$ cat config.mk
export PLATFORM = sky130hd
export DESIGN_NAME = gcm_decrypt_scheduler
export DESIGN_NICKNAME = d
export VERILOG_FILES = /design/src/rtl/gcm_decrypt_scheduler.sv
export SDC_FILE = /design/constraint.sdc
export NUM_CORES = 1
export LEC_CHECK = 0
export CAP_MARGIN = 10
export CORE_ASPECT_RATIO = 1.4
export CORE_MARGIN = 8
export CORE_UTILIZATION = 38
export CTS_CLUSTER_SIZE = 12
export DETAILED_ROUTE_END_ITERATION = 10
export PLACE_DENSITY = 0.93
export REMOVE_ABC_BUFFERS = 1
export SYNTH_ARGS = -nofsm -noshare
export SYNTH_HDL_FRONTEND = slang
export SYNTH_SLANG_ARGS = --single-unit
$ cat constraint.sdc
create_clock -name clk -period 2.9 [get_ports clk]
set_input_delay 0.725 -clock clk [delete_from_list [all_inputs] [get_ports clk]]
set_output_delay 0.725 -clock clk [all_outputs]
set_load 0.02 [all_outputs]
$ cat src/rtl/gcm_decrypt_scheduler.sv
// Round-robin scheduler sharing one aes_gcm_decrypt engine between NUM_REQ requesters.
// Grants one owner, clears the engine for two cycles, streams the owner's ciphertext,
// forwards plaintext tagged with the owner ID and reports a per-session result.
// Optional WAIT watchdog enabled by defining GCM_SCHED_TIMEOUT_EN.
module gcm_decrypt_scheduler #(
  parameter int unsigned NUM_REQ = 4,
  parameter int unsigned ID_W    = 2,
  parameter int unsigned LEN_W   = 16,
  parameter int unsigned TIMEOUT = 1024
) (
  input  logic                   clk,
  input  logic                   reset_n,
  input  logic [NUM_REQ-1:0]     req_valid,
  input  logic [NUM_REQ*LEN_W-1:0] req_len,
  output logic [NUM_REQ-1:0]     req_grant,
  input  logic [NUM_REQ*32-1:0]  src_data,
  input  logic [NUM_REQ-1:0]     src_valid,
  output logic [NUM_REQ-1:0]     src_ready,
  output logic [ID_W-1:0]        eng_sel,
  output logic                   eng_rst_n,
  output logic [31:0]            eng_ct,
  output logic                   eng_ct_valid,
  input  logic [31:0]            eng_pt,
  input  logic                   eng_pt_valid,
  input  logic                   eng_auth_success,
  input  logic                   eng_tag_valid,
  input  logic                   eng_complete,
  output logic [31:0]            pt_data,
  output logic                   pt_valid,
  output logic [ID_W-1:0]        pt_id,
  output logic                   done_valid,
  output logic [ID_W-1:0]        done_id,
  output logic                   done_auth_ok,
  output logic                   done_len_err,
  output logic                   done_timeout
);

  localparam int unsigned DATA_W = 32;

  localparam logic [2:0] S_IDLE   = 3'd0;
  localparam logic [2:0] S_CLEAR  = 3'd1;
  localparam logic [2:0] S_STREAM = 3'd2;
  localparam logic [2:0] S_WAIT   = 3'd3;
  localparam logic [2:0] S_REPORT = 3'd4;

  logic [2:0]         state_q, state_d;
  logic [ID_W-1:0]    owner_q, owner_d;
  logic [NUM_REQ-1:0] grant_q, grant_d;
  logic [LEN_W-1:0]   remaining_q, remaining_d;
  logic               clr_q, clr_d;
  logic [ID_W-1:0]    rr_ptr_q, rr_ptr_d;
  logic               eng_rst_n_q, eng_rst_n_d;
  logic [DATA_W-1:0]  eng_ct_q, eng_ct_d;
  logic               eng_ct_valid_q, eng_ct_valid_d;
  logic [DATA_W-1:0]  pt_data_q, pt_data_d;
  logic               pt_valid_q, pt_valid_d;
  logic [ID_W-1:0]    pt_id_q, pt_id_d;
  logic               done_valid_q, done_valid_d;
  logic [ID_W-1:0]    done_id_q, done_id_d;
  logic               done_auth_ok_q, done_auth_ok_d;
  logic               done_len_err_q, done_len_err_d;

`ifdef GCM_SCHED_TIMEOUT_EN
  localparam int unsigned WCNT_W = $clog2(TIMEOUT + 1);
  logic [WCNT_W-1:0]  wait_cnt_q, wait_cnt_d;
  logic               done_timeout_q, done_timeout_d;
`endif

  logic [ID_W-1:0]    pick_c;
  logic               pick_hit_c;
  logic               accept_c;

  // First requesting index at or after rr_ptr, wrapping around
  always_comb begin
    logic [ID_W-1:0] idx;
    idx        = '0;
    pick_c     = '0;
    pick_hit_c = 1'b0;
    for (int unsigned i = 0; i < NUM_REQ; i++) begin
      idx = ID_W'((32'(rr_ptr_q) + i) % NUM_REQ);
      if (!pick_hit_c && req_valid[idx]) begin
        pick_hit_c = 1'b1;
        pick_c     = idx;
      end
    end
  end

  // Only the owner may be ready, and only while words remain
  always_comb begin
    src_ready = '0;
    if (state_q == S_STREAM && remaining_q != '0) src_ready[owner_q] = 1'b1;
  end

  assign accept_c = src_valid[owner_q] & src_ready[owner_q];

  // Next-state and registered-output logic
  always_comb begin
    state_d        = state_q;
    owner_d        = owner_q;
    grant_d        = grant_q;
    remaining_d    = remaining_q;
    clr_d          = clr_q;
    rr_ptr_d       = rr_ptr_q;
    eng_rst_n_d    = 1'b1;
    eng_ct_d       = eng_ct_q;
    eng_ct_valid_d = 1'b0;
    pt_data_d      = eng_pt;
    pt_valid_d     = eng_pt_valid;
    pt_id_d        = owner_q;
    done_valid_d   = 1'b0;
    done_id_d      = done_id_q;
    done_auth_ok_d = done_auth_ok_q;
    done_len_err_d = done_len_err_q;
`ifdef GCM_SCHED_TIMEOUT_EN
    wait_cnt_d     = wait_cnt_q;
    done_timeout_d = done_timeout_q;
`endif
    case (state_q)
      S_IDLE: begin
        if (pick_hit_c) begin
          owner_d     = pick_c;
          grant_d     = NUM_REQ'(1) << pick_c;
          remaining_d = req_len[pick_c*LEN_W +: LEN_W];
          clr_d       = 1'b0;
          eng_rst_n_d = 1'b0;
          state_d     = S_CLEAR;
        end
      end
      S_CLEAR: begin
        if (!clr_q) begin
          clr_d       = 1'b1;
          eng_rst_n_d = 1'b0;
        end else if (remaining_q == '0) begin
          done_valid_d   = 1'b1;
          done_id_d      = owner_q;
          done_auth_ok_d = 1'b0;
          done_len_err_d = 1'b1;
`ifdef GCM_SCHED_TIMEOUT_EN
          done_timeout_d = 1'b0;
`endif
          state_d        = S_REPORT;
        end else begin
          state_d = S_STREAM;
        end
      end
      S_STREAM: begin
        if (accept_c) begin
          eng_ct_d       = src_data[owner_q*DATA_W +: DATA_W];
          eng_ct_valid_d = 1'b1;
          remaining_d    = remaining_q - LEN_W'(1);
          if (remaining_q == LEN_W'(1)) begin
`ifdef GCM_SCHED_TIMEOUT_EN
            wait_cnt_d = '0;
`endif
            state_d    = S_WAIT;
          end
        end
      end
      S_WAIT: begin
        if (eng_complete) begin
          done_valid_d   = 1'b1;
          done_id_d      = owner_q;
          done_auth_ok_d = eng_auth_success & eng_tag_valid;
          done_len_err_d = 1'b0;
`ifdef GCM_SCHED_TIMEOUT_EN
          done_timeout_d = 1'b0;
`endif
          state_d        = S_REPORT;
        end
`ifdef GCM_SCHED_TIMEOUT_EN
        else if (wait_cnt_q == WCNT_W'(TIMEOUT - 1)) begin
          done_valid_d   = 1'b1;
          done_id_d      = owner_q;
          done_auth_ok_d = 1'b0;
          done_len_err_d = 1'b0;
          done_timeout_d = 1'b1;
          state_d        = S_REPORT;
        end else begin
          wait_cnt_d = wait_cnt_q + WCNT_W'(1);
        end
`endif
      end
      S_REPORT: begin
        grant_d  = '0;
        rr_ptr_d = ID_W'((32'(owner_q) + 1) % NUM_REQ);
        state_d  = S_IDLE;
      end
      default: state_d = S_IDLE;
    endcase
  end

  // State and output registers
  always_ff @(posedge clk or negedge reset_n) begin
    if (!reset_n) begin
      state_q        <= S_IDLE;
      owner_q        <= '0;
      grant_q        <= '0;
      remaining_q    <= '0;
      clr_q          <= 1'b0;
      rr_ptr_q       <= '0;
      eng_rst_n_q    <= 1'b0;
      eng_ct_q       <= '0;
      eng_ct_valid_q <= 1'b0;
      pt_data_q      <= '0;
      pt_valid_q     <= 1'b0;
      pt_id_q        <= '0;
      done_valid_q   <= 1'b0;
      done_id_q      <= '0;
      done_auth_ok_q <= 1'b0;
      done_len_err_q <= 1'b0;
`ifdef GCM_SCHED_TIMEOUT_EN
      wait_cnt_q     <= '0;
      done_timeout_q <= 1'b0;
`endif
    end else begin
      state_q        <= state_d;
      owner_q        <= owner_d;
      grant_q        <= grant_d;
      remaining_q    <= remaining_d;
      clr_q          <= clr_d;
      rr_ptr_q       <= rr_ptr_d;
      eng_rst_n_q    <= eng_rst_n_d;
      eng_ct_q       <= eng_ct_d;
      eng_ct_valid_q <= eng_ct_valid_d;
      pt_data_q      <= pt_data_d;
      pt_valid_q     <= pt_valid_d;
      pt_id_q        <= pt_id_d;
      done_valid_q   <= done_valid_d;
      done_id_q      <= done_id_d;
      done_auth_ok_q <= done_auth_ok_d;
      done_len_err_q <= done_len_err_d;
`ifdef GCM_SCHED_TIMEOUT_EN
      wait_cnt_q     <= wait_cnt_d;
      done_timeout_q <= done_timeout_d;
`endif
    end
  end

  assign req_grant    = grant_q;
  assign eng_sel      = owner_q;
  assign eng_rst_n    = eng_rst_n_q;
  assign eng_ct       = eng_ct_q;
  assign eng_ct_valid = eng_ct_valid_q;
  assign pt_data      = pt_data_q;
  assign pt_valid     = pt_valid_q;
  assign pt_id        = pt_id_q;
  assign done_valid   = done_valid_q;
  assign done_id      = done_id_q;
  assign done_auth_ok = done_auth_ok_q;
  assign done_len_err = done_len_err_q;
`ifdef GCM_SCHED_TIMEOUT_EN
  assign done_timeout = done_timeout_q;
`else
  assign done_timeout = 1'b0;
`endif

endmodule

==> metrics.md <==
| Metric | Value |
|---|---|
| Synth Area per Inst | `12.16 sq um` |
| Worst slew pin tran | `679.7 ps` |
| Max cap viols | `0` |
| Worst hold path class | `input pin to asynchronous set/reset pin` |
| CTS tree | `done` |
| Drt pass-1 iters | `4` |
| Post-Route WL | `20860 um` |
| Chip Height | `156.2 um` |
| Sequential fraction of the synthesis area | `0.4783` |
| Met2 routed WL | `11580 um` |
| Final hold vios | `0` |
| Buffers on Ports | `321` |
| Setup bufs post-CTS | `0` |
| Outcome | `complete, no violations` |
| Later-pin clock latency in the skew report | `340 ps` |
| Routed wire length per instance | `21.71 um` |
| Most frequent cell after synthesis | `dfrtp_1` |
| Slew Limit Fails | `0` |
| Crit start category | `flop` |
| Period utilisation layout | `0.9166` |
| Netlist Area Pre-Place | `0.005336 sq mm` |
| WS Path Type | `flop to primary output` |
| FP Rows | `51` |
| CTS root buf | `clkbuf_16` |
| Post-synth ARST share | `1.000` |
| Synth cell types | `57` |
| Die ar. | `0.01815 sq mm` |
| CP max FO | `4` |
| Final Wtd Congestion | `0.8550` |
| PD cells | `825.4 mW/mm^2` |
| RSZ-0062 raised after global routing | `false` |
| Core Region | `0.01385 sq mm` |
| CTS Buffer Depth | `2` |
| Number of synthesized flops with an enable pin | `0` |
| Clock Pin Slew Worst Setup and Hold Paths | `80 ps` |
| Remaining DRCs | `0` |
| Post-CTS Hold Fix Bufs | `0` |
| Slew margin rel. | `0.5468` |
| Global Route Usage Sum | `0.2307` |
| Fin crit period | `2658 ps` |
| DIE WIDTH | `116.2 um` |
| Final setup viols | `0` |
| Number of synthesized register bits | `102` |
| Layout Skew | `11.89 ps` |
| Total CTS buffers | `9` |
| Nets | `1014` |
| Primary FF master, synth | `dfrtp_1` |
| Vias per cell | `5.347` |
| Initial Util | `0.3854` |
| Initial antenna violation count | `1` |
| Sum Neg Setup Slack | `0 ps` |
| Io pins | `323` |
| Drt initial violations | `263` |
| Yosys warns | `0` |
| DP Worst Slack | `-101.8 ps` |
| Leak | `3.718 nW` |
| Hold Slack | `401.0 ps` |
| WL met1 | `6996 um` |
| Dpl hpwl | `17220 um` |
| Top Layer Used | `met4` |
| Routed vias | `5138` |
| Layout overhead on the synthesized area | `72.29%` |
| First-pass GRT wire length | `31620 um` |
| Vias in the first global route | `5929` |
| Top cell type's share of synthesized area | `0.4783` |
| Clock sink count | `102` |
| Area leader, netlist | `dfrtp_1` |
| DRT antenna net count | `0` |
| Share of cells above drive strength 1 | `0.1742` |
| Final WS setup | `242.0 ps` |
| CP Data Arrival Time | `1930 ps` |
| H-tree level count | `3` |
| GRT overflow | `0` |
| Peak supply drop | `0.0004116 V` |
| Met3 WL | `1725 um` |
| Critical Path RT | `2170 ps` |
| Synth top cells by count | `dfrtp_1, mux2_2, nand2_1, mux4_2, nor2_1` |
| Largest net degree at the start of global routing | `53` |
| Post-synthesis cell count | `439` |
| Synth top area cells | `dfrtp_1, mux4_2, mux2_2, nand2_1, nor2_1` |
| Fmax | `0.3762 GHz` |
| Crit. End Element | `primary output` |
-- final timing paths --
check / from / endpoint / slack (ps) / cells past startpoint
setup / recovery: remaining_q[0] / src_ready[3] / 240 / 7
hold / removal: reset_n / pt_data[8] / 400 / 1
setup reg to reg: eng_sel[0] / remaining_q[4] / 260 / 8
hold reg to reg: req_grant[1] / req_grant[1] / 500 / 2
max in group asynchronous: reset_n / pt_data[27] / 1760 / 2
min in group clk: req_grant[1] / req_grant[1] / 500 / 2
-- report_power, final --
part	leakage [nW]	internal, mW	switching (mW)	total, mW
logic	2.32	2.06	1.95	4.01
clock network	0.160	0.702	0.590	1.29
registers	1.23	1.90	0.385	2.29
-- worst max-delay path, stage by stage, from the launching register on --
cell and delay [ps]:
dfrtp_1 400, inv_1 90, ha_1 210, nor4b_2 150, and4_1 230, nor2_2 180, and2_1 160, clkbuf_2 170
-- state kept, by name, summed over array words and instances (netlist names), 2 cells and up --
signal	cells
req_grant	4
state_q	3
eng_sel	2
rr_ptr_q	2
done_id	2
eng_ct	32
pt_data	32
pt_id	2
remaining_q	16
-- per-stage QoR --
stage	cells	instance area (sq um)	power, mW	utilization
floorplan	409	5189	4.470	-
global placement	944	8875	6.178	0.6409
detailed placement	944	8875	6.324	0.6409
CTS	960	9200	7.644	0.6644
global route	961	9194	8.050	0.6640
finish	961	9194	7.589	0.6640
-- cell type report --
cell class                 instances  area [sq um]
multi-input combinational        298          2611
antenna                            1         2.502
clock inverter                     7         102.6
fill                            1002          4653
sequential                       102          2554
clock buffer                       9         225.2
inverter                           9         33.78
timing repair buffer             350          3433
tap                              185         231.5
-- cells by family (layout without fill, tap and decap cells) --
kind of cell,count (synthesis),after routing,share of synthesized area
other cells,1,2,0.0007027
simple gates,120,120,0.1102
buf+inv,39,375,0.03400
mux,87,87,0.2511
fa+ha+maj,6,6,0.01407
compound gates,84,84,0.1116
flops,102,102,0.4783
-- layout by cell type (no fill, tap or decap), drive strengths merged, types with 12 or more instances in the layout --
cell type and n:
nand2 39, mux2 45, clkbuf 13, a21oi 20, mux4 33, o21ai 20, nand3 12, nor2 31
inv 12, buf 30, dfrtp 102, clkdlybuf4s50 316
-- per-layer routing --
layer | vias up | GRT usage
met5 | - | 0
met4 | 0 | 0.07750
met3 | 35 | 0.06903
met2 | 294 | 0.4352
met1 | 2492 | 0.2311
li1 | 2317 | -
-- what timing repair did --
item	in CTS	in global routing
endpoints found under the setup margin	4	4
cloned	0	0
gates resized for setup	5	9
No activity file was read; power rests on OpenSTA's default activity.
